## config.mk

```make
export PLATFORM = sky130hd
export DESIGN_NAME = dff_pipe_flat
export DESIGN_NICKNAME = d
export VERILOG_FILES = /design/src/rtl/dff_pipe_pkg.sv /design/src/rtl/dff_pipe_if.sv /design/src/rtl/dff_pipe_stage.sv /design/src/rtl/dff_pipe.sv /design/src/flat_wrapper.sv
export SDC_FILE = /design/constraint.sdc
export NUM_CORES = 1
export LEC_CHECK = 0
export ABC_AREA = 1
export BUFFER_PORTS_ARGS = -buffer_cell sky130_fd_sc_hd__buf_2
export CAP_MARGIN = 25
export CORE_UTILIZATION = 44
export CTS_CLUSTER_SIZE = 25
export DETAILED_ROUTE_END_ITERATION = 16
export PLACE_DENSITY = 0.72
export SLEW_MARGIN = 30
export SYNTH_ARGS = -nofsm -noshare
export SYNTH_HDL_FRONTEND = slang
export SYNTH_HIERARCHICAL = 1
export SYNTH_SLANG_ARGS = --single-unit
```

## constraint.sdc

```tcl
create_clock -name Clk -period 1.9 [get_ports Clk]
set_input_delay 0.095 -clock Clk [delete_from_list [all_inputs] [get_ports Clk]]
set_output_delay 0.095 -clock Clk [all_outputs]
set_load 0.03 [all_outputs]
```

## src/rtl/dff_pipe_pkg.sv

```systemverilog
// rtl/dff_pipe_pkg.sv - shared types, defaults and helpers for the dff_pipe delay pipeline
package dff_pipe_pkg;

  localparam int DFLT_WIDTH = 8;
  localparam int DFLT_DEPTH = 3;

  // Stage record at the default width; the stages themselves are width-parametrised
  typedef struct packed {
    logic [DFLT_WIDTH-1:0] data;
    logic [DFLT_WIDTH-1:0] data_n;
    logic                  valid;
  } stage_t;

  function automatic int clog2_occ(input int depth);
    return (depth < 1) ? 1 : $clog2(depth + 1);
  endfunction

endpackage

```

## src/rtl/dff_pipe_if.sv

```systemverilog
// rtl/dff_pipe_if.sv - producer/consumer handshake bundle for dff_pipe
interface dff_pipe_if
  import dff_pipe_pkg::*;
#(
  parameter int WIDTH = DFLT_WIDTH
);

  logic             Flush;
  logic [WIDTH-1:0] In_data;
  logic             In_valid;
  logic             In_ready;
  logic [WIDTH-1:0] Out_data;
  logic [WIDTH-1:0] Out_data_n;
  logic             Out_valid;
  logic             Out_ready;

  modport master (
    output Flush, In_data, In_valid, Out_ready,
    input  In_ready, Out_data, Out_data_n, Out_valid
  );

  modport slave (
    input  Flush, In_data, In_valid, Out_ready,
    output In_ready, Out_data, Out_data_n, Out_valid
  );

endinterface

```

## src/rtl/dff_pipe_stage.sv

```systemverilog
// rtl/dff_pipe_stage.sv - one register stage: async reset, flush, bubble-collapsing ready
module dff_pipe_stage
  import dff_pipe_pkg::*;
#(
  parameter int               WIDTH   = DFLT_WIDTH,
  parameter logic [WIDTH-1:0] RST_VAL = {WIDTH{1'b0}},
  parameter bit               CLK_NEG = 1'b1
) (
  input  logic             Clk,
  input  logic             Rst,
  input  logic             Flush,
  input  logic [WIDTH-1:0] up_data,
  input  logic             up_valid,
  input  logic             dn_ready,
  output logic             ready,
  output logic [WIDTH-1:0] data,
  output logic [WIDTH-1:0] data_n,
  output logic             valid
);

  logic [WIDTH-1:0] data_d;
  logic [WIDTH-1:0] data_n_d;
  logic             valid_d;

  assign ready = ~valid | dn_ready;

  always_comb begin
    data_d   = data;
    data_n_d = data_n;
    valid_d  = valid;
    if (Flush) begin
      data_d   = RST_VAL;
      data_n_d = ~RST_VAL;
      valid_d  = 1'b0;
    end else if (ready) begin
      data_d   = up_data;
      data_n_d = ~up_data;
      valid_d  = up_valid;
    end
  end

  generate
    if (CLK_NEG) begin : g_neg
      always_ff @(negedge Clk or posedge Rst) begin
        if (Rst) begin
          data   <= RST_VAL;
          data_n <= ~RST_VAL;
          valid  <= 1'b0;
        end else begin
          data   <= data_d;
          data_n <= data_n_d;
          valid  <= valid_d;
        end
      end
    end else begin : g_pos
      always_ff @(posedge Clk or posedge Rst) begin
        if (Rst) begin
          data   <= RST_VAL;
          data_n <= ~RST_VAL;
          valid  <= 1'b0;
        end else begin
          data   <= data_d;
          data_n <= data_n_d;
          valid  <= valid_d;
        end
      end
    end
  endgenerate

endmodule

```

## src/rtl/dff_pipe.sv

```systemverilog
// rtl/dff_pipe.sv - DEPTH-stage valid/ready register pipeline with registered complement output
// Optional Occupancy output when DFF_PIPE_OCC_EN is defined.
module dff_pipe
  import dff_pipe_pkg::*;
#(
  parameter int               WIDTH   = DFLT_WIDTH,
  parameter int               DEPTH   = DFLT_DEPTH,
  parameter logic [WIDTH-1:0] RST_VAL = {WIDTH{1'b0}},
  parameter bit               CLK_NEG = 1'b1
) (
  input  logic Clk,
  input  logic Rst,
`ifdef DFF_PIPE_OCC_EN
  output logic [clog2_occ(DEPTH)-1:0] Occupancy,
`endif
  dff_pipe_if.slave bus
);

  // Index i is the upstream of stage i; index DEPTH is the pipe output
  logic [WIDTH-1:0] chain_data  [DEPTH+1];
  logic             chain_valid [DEPTH+1];
  logic             chain_ready [DEPTH+1];
  logic [WIDTH-1:0] stage_data_n [DEPTH];

  assign chain_data[0]      = bus.In_data;
  assign chain_valid[0]     = bus.In_valid;
  assign chain_ready[DEPTH] = bus.Out_ready;

  generate
    for (genvar i = 0; i < DEPTH; i++) begin : g_stage
      dff_pipe_stage #(
        .WIDTH   (WIDTH),
        .RST_VAL (RST_VAL),
        .CLK_NEG (CLK_NEG)
      ) u_stage (
        .Clk      (Clk),
        .Rst      (Rst),
        .Flush    (bus.Flush),
        .up_data  (chain_data[i]),
        .up_valid (chain_valid[i]),
        .dn_ready (chain_ready[i+1]),
        .ready    (chain_ready[i]),
        .data     (chain_data[i+1]),
        .data_n   (stage_data_n[i]),
        .valid    (chain_valid[i+1])
      );
    end
  endgenerate

  assign bus.In_ready   = chain_ready[0] & ~bus.Flush;
  assign bus.Out_data   = chain_data[DEPTH];
  assign bus.Out_data_n = stage_data_n[DEPTH-1];
  assign bus.Out_valid  = chain_valid[DEPTH];

`ifdef DFF_PIPE_OCC_EN
  localparam int OCC_W = clog2_occ(DEPTH);

  logic [OCC_W-1:0] occ_d;
  logic             in_xfer;
  logic             out_xfer;

  assign in_xfer  = bus.In_valid & bus.In_ready;
  assign out_xfer = bus.Out_valid & bus.Out_ready;

  // Valid words are conserved inside the chain, so only the two ends move the count
  always_comb begin
    occ_d = Occupancy;
    if (bus.Flush) begin
      occ_d = '0;
    end else begin
      occ_d = Occupancy + OCC_W'(in_xfer) - OCC_W'(out_xfer);
    end
  end

  generate
    if (CLK_NEG) begin : g_occ_neg
      always_ff @(negedge Clk or posedge Rst) begin
        if (Rst) Occupancy <= '0;
        else     Occupancy <= occ_d;
      end
    end else begin : g_occ_pos
      always_ff @(posedge Clk or posedge Rst) begin
        if (Rst) Occupancy <= '0;
        else     Occupancy <= occ_d;
      end
    end
  endgenerate
`endif

endmodule

```

## src/flat_wrapper.sv

```systemverilog
// flat-port wrapper written by rule: the top's interface ports become plain ports
module dff_pipe_flat import dff_pipe_pkg::*;
#(
  parameter int               WIDTH   = DFLT_WIDTH,
  parameter int               DEPTH   = DFLT_DEPTH,
  parameter logic [WIDTH-1:0] RST_VAL = {WIDTH{1'b0}},
  parameter bit               CLK_NEG = 1'b1
)
  (Clk, Rst, bus_Flush, bus_In_data, bus_In_valid, bus_Out_ready, bus_In_ready, bus_Out_data, bus_Out_data_n, bus_Out_valid);
  dff_pipe_if #(.WIDTH(WIDTH)) bus_i ();
  input  logic Clk;
  input  logic Rst;
  input wire logic [$bits(bus_i.Flush)-1:0] bus_Flush;
  input wire logic [$bits(bus_i.In_data)-1:0] bus_In_data;
  input wire logic [$bits(bus_i.In_valid)-1:0] bus_In_valid;
  input wire logic [$bits(bus_i.Out_ready)-1:0] bus_Out_ready;
  output wire logic [$bits(bus_i.In_ready)-1:0] bus_In_ready;
  output wire logic [$bits(bus_i.Out_data)-1:0] bus_Out_data;
  output wire logic [$bits(bus_i.Out_data_n)-1:0] bus_Out_data_n;
  output wire logic [$bits(bus_i.Out_valid)-1:0] bus_Out_valid;
  assign bus_i.Flush = bus_Flush;
  assign bus_i.In_data = bus_In_data;
  assign bus_i.In_valid = bus_In_valid;
  assign bus_i.Out_ready = bus_Out_ready;
  assign bus_In_ready = bus_i.In_ready;
  assign bus_Out_data = bus_i.Out_data;
  assign bus_Out_data_n = bus_i.Out_data_n;
  assign bus_Out_valid = bus_i.Out_valid;
  dff_pipe #(.WIDTH(WIDTH), .DEPTH(DEPTH), .RST_VAL(RST_VAL), .CLK_NEG(CLK_NEG)) u_core (.Clk(Clk), .Rst(Rst), .bus(bus_i));
endmodule
```

==> summary.txt <==
Outcome
  – Status: complete, but fails checks
  – Failing checks: negative setup slack

Final layout
  – # diodes: 0
  – Layout fillers: 320
  – Final layout net count: about 250
  – Share of cells above drive strength 1: around 40%
  – Fin area: about 2300 µm²
  – Layout area overhead: 37.7%

Global route
  – Largest net degree at the start of global routing: 19
  – Vias in the first global route: 1260
  – Total GRT Usage: between 10% and 20%
  – Initial antenna violation count: 0
  – GR Overflow Total: 0
  – Global-route wire length before repair: approximately 5.5 mm

Logic synthesis
  – Cells after synthesis: 181
  – Synthesized area: approximately 1700 µm²
  – Synth warn: 6
  – Syn Area/Cell: roughly 9 µm²
  – Syn Nets: just under 200

CTS
  – Clk Latency, worst-skew pair: around 0.34 ns
  – Max H-tree Level: 2
  – CTS buffer count: 5
  – CTS Buffer Depth: 2
  – CTS tree: done
  – Root Driver: clkbuf_8
  – # clock sinks: 35
  – Clock-pin slew on the worst setup and hold paths: about 0.050 ns

Critical path
  – CP Max Fanout: 2
  – Setup crit start kind: register
  – Worst reg2reg path depth: 7
  – Crit path cell chain: nand2_8 > inv_8 > nand2_8 > inv_8 > nand2_8 > inv_4 > nor2_4 > buf_6
  – Critical path class: reg2out
  – Most frequent CP cell: nand2_8
  – WP data required: ~1.8 ns
  – Worst R2R Setup Slack: ~0.52 ns
  – Max stage delay cell, worst path: dfrtn_1
  – Setup crit end kind: output pin
  – Reg-to-Reg Start: u_core/g_stage[2].u_stage/valid
  – Worst path max stage delay: approximately 0.49 ns
  – Data arrival, critical path: 2.25 ns
  – Worst r2r dst: u_core/g_stage[2].u_stage/data[5]

Die
  – DIE HEIGHT: 63.8 µm
  – Initial core utilization: a little under half
  – Die footprint: between 4000 and 5000 µm²
  – DIE WIDTH: between 60 and 70 µm
  – I/O pin count: 31
  – CORE AREA: between 3000 and 4000 µm²
  – Floorplan row count: 22

Hold path
  – Hold Path Origin: u_core/g_stage[0].u_stage/data[3]
  – HP Class: reg2reg
  – Hold path depth: 2
  – Worst hold endpoint: u_core/g_stage[0].u_stage/data[3]

Detailed routing
  – Drc violations: 0
  – Detailed Route WL: between 3 and 4 mm
  – Final ANT Viol Nets: 0
  – Vias: approximately 1400
  – DR pass1 iterations: 4
  – Post-DR vias/cell: 4.80
  – Iter 0 DRT Violations: between 80 and 90
  – Avg WL per Cell: about 12 µm

Timing
  – Final setup vio count: 14
  – Final Hold Violating Endpoints: 0
  – Slew @ Worst Pin: ~0.34 ns
  – Final setup TNS: -1.98 ns
  – Hold_ws: between 0.4 and 0.5 ns
  – Fin. max-slew vios: 0
  – Final worst slack: -0.441 ns
  – RSZ-0062 raised after global routing: yes
  – Slew Limit Headroom: between 70% and 80%
  – Setup Skew: around 0.054 ns

Power
  – Power Dens Cells: between 700 and 800 nW/µm²
  – VDD IR max: between 0.3 and 0.4 mV
  – Tot Pwr: around 1600 µW
  – Leakage: 0.00121 µW

Flow run
  – Max cap viols: 0

Placement
  – Post-placement worst setup slack: -0.180 ns
  – Final GP Congestion: 0.761
  – Count of buffers from port buffering: 30
  – Detailed Place HPWL: 2.29 mm
  – Dpl cell area: a little under 2000 µm²
-- per-layer routing --
metal | part of all wire [%] | vias up | track usage (%)
met5 | 0 | - | 0
met4 | 1.8 | 0 | 8.52
met3 | 3.6 | 7 | 4.46
met2 | 51 | 33 | 28.2
met1 | 44 | 644 | 22.5
li1 | - | 709 | -
-- where the power goes --
group          switching [µW]  internal (µW)  total, µW
Clock                     291            318        609
Combinational             115           84.0        199
Sequential               23.9            786        810
-- state kept, by name, summed over array words and instances (netlist names) --
register,count
u_core/g_stage.u_stage/data,24
u_core/g_stage.u_stage/valid,3
u_core/g_stage.u_stage/data_n,8
-- placed cells by master (no fill, tap or decap), drive strengths merged --
cell type,n
clkbuf,8
dfstp,8
nand2,57
nand3,51
dfrtn,27
nor2,4
buf,58
nand4,8
inv,21
-- worst max-delay path by stage --
stage / start / to / slack, ns / depth (start not counted)
floorplan: u_core/g_stage[2].u_stage/valid / bus_In_ready / -0.47 / 8
global placement: u_core/g_stage[2].u_stage/valid / bus_In_ready / -0.16 / 8
detailed placement: bus_Out_ready / u_core/g_stage[0].u_stage/data[5] / -0.18 / 9
CTS: u_core/g_stage[2].u_stage/valid / bus_In_ready / -0.45 / 8
global route: u_core/g_stage[2].u_stage/valid / bus_In_ready / -0.48 / 8
finish: u_core/g_stage[2].u_stage/valid / bus_In_ready / -0.44 / 8
-- critical path, delay by kind of cell, from the launching register on --
kind / cells / cell delay (ns)
buffers and inverters: 4 / 0.31
DFF: 1 / 0.49
and+or+nand+nor: 4 / 0.20
-- repair_timing --
| action | in CTS | in global routing |
|---|---|---|
| pin swaps | 0 | 1 |
| hold buffers | 0 | 0 |
| resized for setup | 37 | 2 |
| setup buffers | 4 | 10 |
| gates cloned | 0 | 0 |
| setup endpoints to repair | 18 | 18 |
-- through the flow --
stage | util (%) | std cells
5_1_grt | 63.1 | 290
6_report | 63.1 | 290
3_5_place_dp | 53.7 | 261
4_1_cts | 60.8 | 280
3_3_place_gp | 53.7 | 261
2_1_floorplan | - | 181
-- final cells by class --
class / instances / area (µm²) / area share, %
Multi-Input combinational cell: 120 / 681 / 29.5
Sequential cell: 35 / 886 / 38.4
Tap cell: 48 / 60.1 / 2.60
Clock inverter: 8 / 30.0 / 1.30
Inverter: 13 / 66.3 / 2.87
Clock buffer: 8 / 90.1 / 3.90
Timing Repair Buffer: 58 / 497 / 21.5
Power figures use the tool's default switching activity.
